--- src/rtl/fetch_unit.sv ---
// fetch_unit: registered-PC instruction fetch front end with a pipelined memory
// request/response interface, a per-request PC tag queue, a credit-controlled
// prefetch FIFO and redirect/flush handling.
// Optional feature macro: FETCH_MISALIGN_CHK_EN (fault port and trap on misaligned redirects).
module fetch_unit #(
    parameter int unsigned     XLEN       = 64,
    parameter int unsigned     ILEN       = 32,
    parameter int unsigned     FIFO_DEPTH = 4,
    parameter logic [XLEN-1:0] RESET_PC   = '0
) (
    input  logic            clk,
    input  logic            rst,
    output logic            imem_req_valid,
    input  logic            imem_req_ready,
    output logic [XLEN-1:0] imem_req_addr,
    input  logic            imem_rsp_valid,
    input  logic [ILEN-1:0] imem_rsp_data,
    input  logic            redirect_valid,
    input  logic [XLEN-1:0] redirect_pc,
    output logic            if_valid,
    input  logic            if_ready,
    output logic [XLEN-1:0] if_pc,
`ifdef FETCH_MISALIGN_CHK_EN
    output logic [ILEN-1:0] if_ix,
    output logic            fault
`else
    output logic [ILEN-1:0] if_ix
`endif
);

    localparam int unsigned PTR_W = (FIFO_DEPTH > 1) ? $clog2(FIFO_DEPTH) : 1;
    localparam int unsigned CNT_W = PTR_W + 1;

    typedef enum logic [1:0] {
        ST_FETCH = 2'd0,
        ST_FLUSH = 2'd1,
        ST_FAULT = 2'd2
    } state_t;

    state_t            state;
    state_t            state_next;
    logic              run;
    logic [XLEN-1:0]   pc;
    logic [XLEN-1:0]   pc_next;
    logic [CNT_W-1:0]  outstanding;
    logic [CNT_W-1:0]  discard;
    logic [CNT_W-1:0]  discard_next;
    logic [CNT_W-1:0]  fifo_cnt;
    logic [PTR_W-1:0]  fifo_rd;
    logic [PTR_W-1:0]  fifo_wr;
    logic [PTR_W-1:0]  tag_rd;
    logic [PTR_W-1:0]  tag_wr;
    logic [XLEN-1:0]   fifo_pc [FIFO_DEPTH];
    logic [ILEN-1:0]   fifo_ix [FIFO_DEPTH];
    logic [XLEN-1:0]   tag_q   [FIFO_DEPTH];

    logic              credit_ok;
    logic              flush;
    logic              rsp_push;
    logic              req_fire;
    logic              pop;
    logic [XLEN-1:0]   redirect_target;

`ifdef FETCH_MISALIGN_CHK_EN
    logic              misaligned;
    logic              fault_pend;
    logic              fault_pend_next;

    // Misaligned targets are kept intact so the faulting PC is visible
    assign redirect_target = redirect_pc;
    assign misaligned      = (redirect_pc[1:0] != 2'b00);
`else
    // Without the checker, low target bits are simply dropped
    assign redirect_target = redirect_pc & ~XLEN'(3);
`endif

    // In-flight requests plus buffered words may never exceed the FIFO capacity
    assign credit_ok = ((CNT_W+1)'(outstanding) + (CNT_W+1)'(fifo_cnt)) < (CNT_W+1)'(FIFO_DEPTH);
    assign req_fire  = imem_req_valid && imem_req_ready;
    assign pop       = if_valid && if_ready;

    assign imem_req_addr = pc;
    assign if_pc         = fifo_pc[fifo_rd];
    assign if_ix         = fifo_ix[fifo_rd];

    // FSM state register
    always_ff @(posedge clk or negedge rst) begin
        if (!rst) begin
            state <= ST_FETCH;
        end else begin
            state <= state_next;
        end
    end

    // Next-state, redirect handling and handshake outputs
    always_comb begin
        state_next      = state;
        pc_next         = pc;
        discard_next    = discard;
        flush           = 1'b0;
        rsp_push        = 1'b0;
        imem_req_valid  = 1'b0;
        if_valid        = 1'b0;
`ifdef FETCH_MISALIGN_CHK_EN
        fault_pend_next = fault_pend;
        fault           = 1'b0;
`endif
        case (state)
            ST_FETCH: begin
                if (redirect_valid) begin
                    flush        = 1'b1;
                    pc_next      = redirect_target;
                    discard_next = outstanding - CNT_W'(imem_rsp_valid);
`ifdef FETCH_MISALIGN_CHK_EN
                    fault_pend_next = misaligned;
`endif
                    if (discard_next != '0) begin
                        state_next = ST_FLUSH;
                    end
`ifdef FETCH_MISALIGN_CHK_EN
                    else if (misaligned) begin
                        state_next = ST_FAULT;
                    end
`endif
                end else begin
                    imem_req_valid = run && credit_ok;
                    if_valid       = (fifo_cnt != '0);
                    rsp_push       = imem_rsp_valid;
                    if (imem_req_valid && imem_req_ready) begin
                        pc_next = pc + XLEN'(4);
                    end
                end
            end
            ST_FLUSH: begin
                if (imem_rsp_valid) begin
                    discard_next = discard - CNT_W'(1);
                end
                if (redirect_valid) begin
                    pc_next = redirect_target;
`ifdef FETCH_MISALIGN_CHK_EN
                    fault_pend_next = misaligned;
`endif
                end
                if (discard_next == '0) begin
`ifdef FETCH_MISALIGN_CHK_EN
                    state_next = fault_pend_next ? ST_FAULT : ST_FETCH;
`else
                    state_next = ST_FETCH;
`endif
                end
            end
`ifdef FETCH_MISALIGN_CHK_EN
            ST_FAULT: begin
                fault = 1'b1;
                if (redirect_valid) begin
                    pc_next = redirect_target;
                    if (!misaligned) begin
                        fault           = 1'b0;
                        fault_pend_next = 1'b0;
                        state_next      = ST_FETCH;
                    end
                end
            end
`endif
            default: begin
                state_next = ST_FETCH;
            end
        endcase
    end

    // PC, counters, tag queue and prefetch FIFO
    always_ff @(posedge clk or negedge rst) begin
        if (!rst) begin
            run         <= 1'b0;
            pc          <= RESET_PC;
            outstanding <= '0;
            discard     <= '0;
            fifo_cnt    <= '0;
            fifo_rd     <= '0;
            fifo_wr     <= '0;
            tag_rd      <= '0;
            tag_wr      <= '0;
            fifo_pc     <= '{default: '0};
            fifo_ix     <= '{default: '0};
            tag_q       <= '{default: '0};
`ifdef FETCH_MISALIGN_CHK_EN
            fault_pend  <= 1'b0;
`endif
        end else begin
            run         <= 1'b1;
            pc          <= pc_next;
            discard     <= discard_next;
            outstanding <= outstanding + CNT_W'(req_fire) - CNT_W'(imem_rsp_valid);
`ifdef FETCH_MISALIGN_CHK_EN
            fault_pend  <= fault_pend_next;
`endif
            if (req_fire) begin
                tag_q[tag_wr] <= pc;
                tag_wr        <= tag_wr + PTR_W'(1);
            end
            if (imem_rsp_valid) begin
                tag_rd <= tag_rd + PTR_W'(1);
            end
            if (flush) begin
                fifo_cnt <= '0;
                fifo_rd  <= '0;
                fifo_wr  <= '0;
            end else begin
                if (rsp_push) begin
                    fifo_pc[fifo_wr] <= tag_q[tag_rd];
                    fifo_ix[fifo_wr] <= imem_rsp_data;
                    fifo_wr          <= fifo_wr + PTR_W'(1);
                end
                if (pop) begin
                    fifo_rd <= fifo_rd + PTR_W'(1);
                end
                fifo_cnt <= fifo_cnt + CNT_W'(rsp_push) - CNT_W'(pop);
            end
        end
    end

`ifndef SYNTHESIS
    // A push into a full FIFO without a matching pop means the credit rule was broken
    assert property (@(posedge clk) disable iff (!rst)
        !(rsp_push && !pop && (fifo_cnt == CNT_W'(FIFO_DEPTH))));
`endif

endmodule

--- config.mk ---
export PLATFORM = sky130hd
export DESIGN_NAME = fetch_unit
export DESIGN_NICKNAME = d
export VERILOG_FILES = /design/src/rtl/fetch_unit.sv
export SDC_FILE = /design/constraint.sdc
export NUM_CORES = 1
export LEC_CHECK = 0
export ABC_AREA = 1
export CAP_MARGIN = 20
export CELL_PAD_IN_SITES_DETAIL_PLACEMENT = 1
export CELL_PAD_IN_SITES_GLOBAL_PLACEMENT = 1
export CORE_AREA = 5 5 338 340
export CTS_BUF_LIST = sky130_fd_sc_hd__clkbuf_8
export DETAILED_ROUTE_END_ITERATION = 16
export DIE_AREA = 0 0 343 345
export PLACE_DENSITY_LB_ADDON = 0.1
export SYNTH_ARGS = -nofsm -noshare
export SYNTH_HDL_FRONTEND = slang
export SYNTH_SLANG_ARGS = --single-unit
--- constraint.sdc ---
create_clock -name clk -period 6.8 [get_ports clk]
set_input_delay 0.68 -clock clk [delete_from_list [all_inputs] [get_ports clk]]
set_output_delay 0.68 -clock clk [all_outputs]
set_load 0.005 [all_outputs]
Word-level counts from Yosys, hierarchy flattened:

Index checks and enable logic that the tools add are counted.

* muxes and demuxes: 43
* bitwise gates (word level): 5
* reduce and logical (&&, ||, !) cells: 17
* order comparisons: 7
* add/sub/neg operators: 12
* equality and inequality tests: 6

Operators by type and width (count)
* $mux W64: 9
* $bwmux W256: 2
* $bmux W64 S2: 2
* $demux W64 S2: 2
* $bwmux W128: 1
* $pmux W64 S2: 1
* $mux W32: 3
* $add A64 B3 Y64 const B: 1
* $bmux W32 S2: 1
* $demux W32 S2: 1
* $mux W2: 7
* $ge A3 B3 Y1 const B: 4
* $mux W3: 4
* $not A2 Y3: 4
* $sub A3 B1 Y3: 3
* $add A2 B1 Y2 const B: 4
* $mux W1: 8
* $ne A2 B2 Y1 const B: 4
* $add A3 B1 Y3: 2
* $logic_and A1 B1 Y1: 6
* $lt A3 B1 Y1 const B: 2
* $pmux W3 S2: 1
* $reduce_and A3 Y1: 2
* $reduce_bool A2 Y1: 3
* 11 further kinds: 13

* bits in registers: 724
* input port bits: 102
* output and inout bits: 162
* logic and storage cells: 112

Logic depth before layout (Yosys ltp):

Gate-level depths: netlist of run 1.

* depth after elaboration: 8
* gate-level depth with buffers: 14

Least setup slack after synthesis of run 1:

No wires, ideal clock.

* kind: register -> register
* start: reg outstanding[2]
* end: reg outstanding[2]
* slack: 4.172 ns
* stages on the path, launching flop included: 12
* buffers on the path: 1
* setup time: 0.129 ns
* arrival time: 2.500 ns
* required time: 6.671 ns
* clock period less this slack: 2.628 ns
* path through: dfrtp_1 > ha_1 > nor2_1 > nand3_2 > nor2_8 > nand2_1 > buf_2 > ha_1 > inv_1 > ha_1 > fa_1 > xor2_1

* longest elaborated chain between the ends: 8

Ends and longest elaborated chain
* start, declared: RTL line 45 `logic [CNT_W-1:0] outstanding;`
* start signal, assigned: RTL line 193 `outstanding <= outstanding + CNT_W'(req_fire) - CNT_W'(imem_rsp_valid);`
* $add A3 B3 Y4: RTL line 78 `assign credit_ok = ((CNT_W+1)'(outstanding) + (CNT_W+1)'(fifo_cnt)) < (CNT_W+1)'(FIFO_DEPTH);`
* $lt A4 B3 Y1: RTL line 78
* $logic_and A1 B1 Y1: RTL line 126 `imem_req_valid = run && credit_ok;`
* $mux W1: RTL line 110 `if (redirect_valid) begin`
* $mux W1: RTL line 108 `case (state)`
* $logic_and A1 B1 Y1: RTL line 79 `assign req_fire = imem_req_valid && imem_req_ready;`
* $add A3 B1 Y3 (*): RTL line 193
* $sub A3 B1 Y3 (*): RTL line 193

Every way passes the cells marked *; elsewhere a longest branch is shown, timed or not.
A chain may end at the register's enable or synchronous reset.

Worst setup path after layout of run 1:

* start: reg fifo_rd[1]
* end: out if_pc[2]

* longest elaborated chain between the ends: 4

Ends and longest elaborated chain
* start, declared: RTL line 49 `logic [PTR_W-1:0] fifo_rd;`
* start signal, assigned: RTL line 215 `fifo_rd <= fifo_rd + PTR_W'(1);`
* $not A2 Y3 (implied by the code): RTL line 83 `assign if_pc = fifo_pc[fifo_rd];`
* $bmux W64 S2: RTL line 83
* $mux W64 (implied by the code) (2 in a row): RTL line 83
* end, declared: RTL line 22 `output logic [XLEN-1:0] if_pc,`

No other way between the ends. The select of a mux whose other input is x is not followed.

==> impl_metrics.tcl, run 1 <==
set metrics [dict create \
    yosys.area_share.xor_xnor 0.004520 \
    relSlewSlack 0.2373 \
    overflow 0 \
    power.density_nw_per_um2 419.4 \
    ios 264 \
    grt_pass1_vias 29640 \
    placed_area_um2 36440 \
    synth_compound_area_frac 0.1684 \
    h-tree-depth 4 \
    final_area_um2 39190 \
    antenna_left 0 \
    ys_warn_count 0 \
    setup_viol 0 \
    path_clk_slew_ns 0.06 \
    clock_skew_ns 0.02855 \
    cts_root_buf "clkbuf_8" \
    rsz0062_at_grt "no" \
    p_int_mw 10.11 \
    io_buffers 257 \
    yosysTopAreaCellShare 0.5356 \
    synth_cell_types 39 \
    drt-initial-drc-count 1576 \
    drive_above_1_share 0.06131 \
    start_util 0.2960 \
    final_util 0.3522 \
    synth_top_cell_by_area "dfrtp_1" \
    routed_wl_um 120400 \
    routedWlPerCell_um 20.67 \
    synth_edf_count 0 \
    crit_fanout 34 \
    synth.area.mux_share 0 \
    final_max_slew_viol_count 0 \
    synth_fa_ha_area_frac 0.008053 \
    required_ns 6.12 \
    synth_common_cells "nand2_1, dfrtp_1, o21ai_0" \
    die_x_um 343 \
    crit_arrival_ns 3.75 \
    synthTopCellsByArea "dfrtp_1, nand2_1, o21ai_0" \
    async_flop_share 1.000 \
    cp-end-kind "output pin" \
    first_pass_iters 5 \
    synth_simple_gate_area_frac 0.2256 \
    worstSetupPathType "reg2out" \
    yosys_most_used_dff "dfrtp_1" \
    period_needed_ns 4.429 \
    synth.most_common_cell "nand2_1" \
    switching_power_mw 6.322 \
    finalCritPeriodShare 0.6514 \
    ys_seq_elements 705 \
    power_frac_comb 0.354 \
    cap_violations 0 \
    fmax_ghz 0.2258 \
    nNetsFinal 4351 \
    yosysSeqAreaShare 0.5356 \
    cts_tree "built" \
    avgSynthCellArea_um2 8.117 \
    core_um2 111300 \
    syn_area_um2 32940 \
    syn_inst 4058 \
    die_h_um 345 \
    dieArea_um2 118300 \
    grt_max_degree 162 \
    swShare 0.3847 \
    status "finished, final reports clean" \
    fillCellCount 13240 \
    clkPwrFrac 0.259 \
    critPathLaunchType "register" \
    dr_total_vias 28380 \
    place_inst 5582 \
    clk_latency_ns 0.79 \
    place_congestion 0.9330 \
    preCtsSetupSlack_ns 3.053 \
    num_rows 123 \
    ir_worst_vdd_uv 181.0 \
    via_per_inst 4.873 \
    drc_errors 0 \
    synth_top_family_by_area "simple AND/OR/NAND/NOR gates" \
    dp_hpwl_um 77520 \
    setup-tns-final_ns 0 \
    fin_ws_ns 2.371 \
    p_seq_frac 0.386 \
    postCtsResizedCells 0 \
    grt_usage 0.2020 \
    total_power_mw 16.43 \
    area_growth_pct 18.97 \
    grt_pass1_wl_um 187000 \
    max_slew.worst_pin.slew_ns 1.135 \
    p_leak_nw 17.94 \
    hold_viol 0 \
    clock-sinks 705 \
    stdcell_count 5825 \
    hold_path.class "in2reg" \
    holdWs_ns 0.4679 \
    antenna_found_initial 2 \
    cts.path.max_buffers 3 \
    numCtsBuffers 144 \
]
## cells in the final DEF, fill, tap and decap left out, types with 49 or more instances in the layout
cell	count
inv_1	175
o21ai_1	49
nor2_1	341
a32o_1	62
a21oi_1	75
o22ai_1	110
nand3_1	70
clkbuf_8	177
o21ai_0	698
nand2_1	1441
dfrtp_1	702
clkdlybuf4s50_1	255
## critical path, stage by stage (launching register included)
cell	delay (ns)
dfrtp_4	0.67
clkinv_2	0.54
buf_4	0.52
o21ai_0	0.19
o22ai_1	0.37
clkdlybuf4s50_1	0.60
## flip-flops by register name, summed over array words and instances (netlist names)
name and count:
fifo_cnt 3, outstanding 3, fifo_wr 2, fifo_ix 128
discard 3, run 1, fifo_pc 248, tag_wr 2
tag_rd 2, state 1, imem_req_addr 62, tag_q 248
fifo_rd 2
## routing by layer
layer,share of wire,vias up,wire length (µm),global-route usage
li1,-,13680,-,-
met1,0.49,14020,58530,0.2851
met5,0,-,0,0
met3,0.036,173,4305,0.03326
met2,0.45,508,54140,0.3188
met4,0.028,0,3408,0.06165
## area by class of cell
type	count	area, µm²	area share
Antenna cell	3	7.507	0.0001916
Clock buffer	177	2436	0.06216
Clock inverter	62	290.3	0.007407
Inverter	141	540.5	0.01379
Multi-Input combinational cell	2951	13490	0.3443
Sequential cell	705	17650	0.4505
Tap cell	1500	1877	0.04789
Timing Repair Buffer	286	2893	0.07382
## worst paths after layout
| kind | slack (ns) | endpoint | from | cells after the start |
|---|---|---|---|---|
| setup / recovery | 2.37 | if_pc[2] | fifo_rd[1] | 5 |
| hold / removal | 0.47 | imem_req_addr[3] | redirect_pc[3] | 3 |
| setup reg to reg | 3.69 | tag_q[227] | outstanding[2] | 8 |
| hold reg to reg | 0.47 | fifo_ix[91] | fifo_ix[91] | 2 |
| max in group asynchronous | 4.50 | tag_rd[0] | rst | 4 |
| min in group asynchronous | 0.56 | fifo_ix[34] | rst | 2 |
## power by group through the flow
| stage | Clock (mW) | Sequential (mW) | Combinational [mW] |
|---|---|---|---|
| 2_1_floorplan | 0 | 6.03 | 3.24 |
| 3_3_place_gp | 0 | 6.40 | 5.89 |
| 3_5_place_dp | 0 | 6.42 | 5.95 |
| 4_1_cts | 4.44 | 6.36 | 5.97 |
| 5_1_grt | 4.64 | 6.53 | 6.55 |
| 6_report | 4.26 | 6.35 | 5.82 |
## kinds of logic after synthesis
family          Yosys count
simple gates           1899
compound gates         1010
flops                   705
buf+inv                 405
fa+ha+maj                20
xor+xnor                 17
other cells               2
## what timing repair did
item | in CTS | in global routing
setup buffers | 0 | 0
setup endpoints to repair | 0 | 0
hold buffers | 1 | 0
hold endpoints to repair | 85 | 0
Power figures use the tool's default switching activity.
==> inputs of run 2 (changes only) <==
- clock period: 6.8 -> 4.56 ns (I/O delays scaled with it)
==> run 2 against run 1 <==
Against the previous run:
- flip-flop and latch count unchanged
- cell count up 0.29%
- routed wire length up 0.63%
- global-route usage up 0.068 points
- first-iteration DRC count down 2.2%
- sequential share of layout area down 0.14 points
- core utilization up 0.11 points
- register-to-register slack worse by 2.0 ns
- setup slack worse by 1.8 ns
- sequential power up 48%
- critical path depth unchanged
- critical path type unchanged
- largest power group unchanged
- highest routed layer unchanged
==> impl_metrics.tcl, run 2 (same netlist as run 1, synthesis figures left out) <==
set metrics [dict create \
    h-tree-depth 4 \
    ir_worst_vdd_uv 282.1 \
    busiest_layer "met2" \
    cts_setup_buffers 0 \
    p_leak_nw 18.01 \
    max_slew.worst_pin.slew_ns 0.9307 \
    area_growth_pct 19.35 \
    core_um2 111300 \
    start_util 0.2960 \
    grt_max_degree 103 \
    grt_pass1_vias 29590 \
    dp_hpwl_um 79770 \
    fmax_ghz 0.2528 \
    period_needed_ns 3.956 \
    status "finished, final reports clean" \
    path_clk_slew_ns 0.06 \
    place_congestion 0.8725 \
    clk_latency_ns 0.81 \
    dieArea_um2 118300 \
    preCtsSetupSlack_ns 1.337 \
    io_buffers 257 \
    critical_path.cell_chain "inv_6 -> buf_4 -> o21ai_0 -> o22ai_1 -> clkdlybuf4s50_1" \
    routed_wl_um 121100 \
    p_int_mw 14.93 \
    p_seq_frac 0.384 \
    worstSetupPathType "reg2out" \
    met3_usage 0.03859 \
    grt_pass1_wl_um 186700 \
    required_ns 4.10 \
    num_rows 123 \
    total_power_mw 24.44 \
    cp_slowest_cell "dfrtp_4" \
    cap_violations 0 \
    fillCellCount 13270 \
    crit_arrival_ns 3.50 \
    antenna_left 0 \
    final_max_slew_viol_count 0 \
    overflow 0 \
    nNetsFinal 4367 \
    power_frac_comb 0.362 \
    crit_fanout 74 \
    cts_tree "built" \
    first_pass_iters 5 \
    clock_skew_ns 0.04747 \
    critPathLaunchType "register" \
    fin_ws_ns 0.6039 \
    dr_total_vias 28460 \
    via_per_inst 4.872 \
    setup_viol 0 \
    mostFrequentLayoutCell "nand2_1" \
    drive_above_1_share 0.06475 \
    setup-tns-final_ns 0 \
    numCtsBuffers 139 \
    grt_util_met2 0.3212 \
    die_x_um 343 \
    drt-initial-drc-count 1541 \
    power.density_nw_per_um2 621.7 \
    clkPwrFrac 0.254 \
    relSlewSlack 0.3795 \
    ios 264 \
    finalCritPeriodShare 0.8676 \
    rsz0062_at_grt "no" \
    met1_usage 0.2811 \
    antenna_found_initial 5 \
    layout_common_cells "nand2_1, dfrtp_1, o21ai_0" \
    cts.path.max_buffers 3 \
    cts_root_buf "clkbuf_8" \
    switching_power_mw 9.511 \
    cp-end-kind "output pin" \
    routedWlPerCell_um 20.74 \
    rrSetupSlack_ns 1.66 \
    hold_path.class "in2reg" \
    grt_usage 0.2027 \
    top_regs "fifo_pc x248, tag_q x248, fifo_ix x128" \
    drc_errors 0 \
    holdWs_ns 0.2403 \
    cpPeakStageDelay_ns 0.71 \
    die_h_um 345 \
    swShare 0.3891 \
    hold_viol 0 \
    clock-sinks 705 \
]
[run 2: cell types whose count changed in the layout (fill, tap and decap cells not counted)]
| cell | delta |
|---|---|
| inv_1 | +2 |
| diode_2 | -1 |
| inv_8 | +3 |
| buf_4 | +16 |
| clkinv_2 | -1 |
| clkinvlp_4 | +2 |
| buf_12 | +5 |
| clkinv_8 | +1 |
| clkbuf_8 | -10 |
| bufinv_16 | -1 |
| inv_6 | +1 |
[run 2: routing by layer]
metal	wire length, µm	part of all wire	vias to the layer above
li1	-	-	13710
met1	57510	0.47	14040
met2	54810	0.45	545
met3	5453	0.045	168
met4	3354	0.028	0
met5	0	0	-
[run 2: power by group through the flow]
stage | Clock [mW] | Sequential [mW] | Combinational (mW)
5_1_grt | 6.75 | 9.65 | 9.93
6_report | 6.21 | 9.39 | 8.84
2_1_floorplan | 0 | 8.99 | 4.84
3_3_place_gp | 0 | 9.46 | 8.97
4_1_cts | 6.48 | 9.40 | 9.07
3_5_place_dp | 0 | 9.49 | 9.04
[run 2: through the flow]
step	cell area, µm²	instances	utilization
after floorplan	32950	4061	-
after global placement	36660	5603	0.3295
after detailed placement	36660	5603	0.3295
after CTS	39310	5840	0.3533
after global routing	39310	5841	0.3533
final	39310	5842	0.3533
[run 2: final timing paths]
kind / from / end / cells past startpoint
hold / removal: redirect_pc[3] / imem_req_addr[3] / 3
min in group asynchronous: rst / fifo_pc[145] / 2
hold reg to reg: fifo_ix[74] / fifo_ix[74] / 2
setup reg to reg: outstanding[2] / imem_req_addr[23] / 8
setup / recovery: fifo_rd[0] / if_pc[60] / 5
max in group asynchronous: rst / tag_q[132] / 3
[run 2: cell type report]
class                      instances  area [µm²]  share of cell area
inverter                         141       540.5             0.01375
timing repair buffer             307        3113             0.07918
sequential                       705       17650              0.4490
clock buffer                     167        2298             0.05846
clock inverter                    69       336.6            0.008561
antenna                            2       5.005           0.0001273
tap                             1500        1877             0.04774
multi-input combinational       2951       13490              0.3431
[run 2: what timing repair did]
action | CTS | global route
gates resized for setup | 0 | 0
hold endpoints to repair | 90 | 0
hold buffers | 1 | 0
[run 2: worst max-delay path: cells and delay by family (launching register included)]
family	cells	cell delay, ns
DFF	1	0.71
AOI/OAI and AO/OA	2	0.36
buffers and inverters	3	1.51
==> inputs of run 3 (changes only) <==
- SLEW_MARGIN: default -> 20
==> results of run 3 <==
No change in the layout: final DEF, timing and power equal those of run 2.
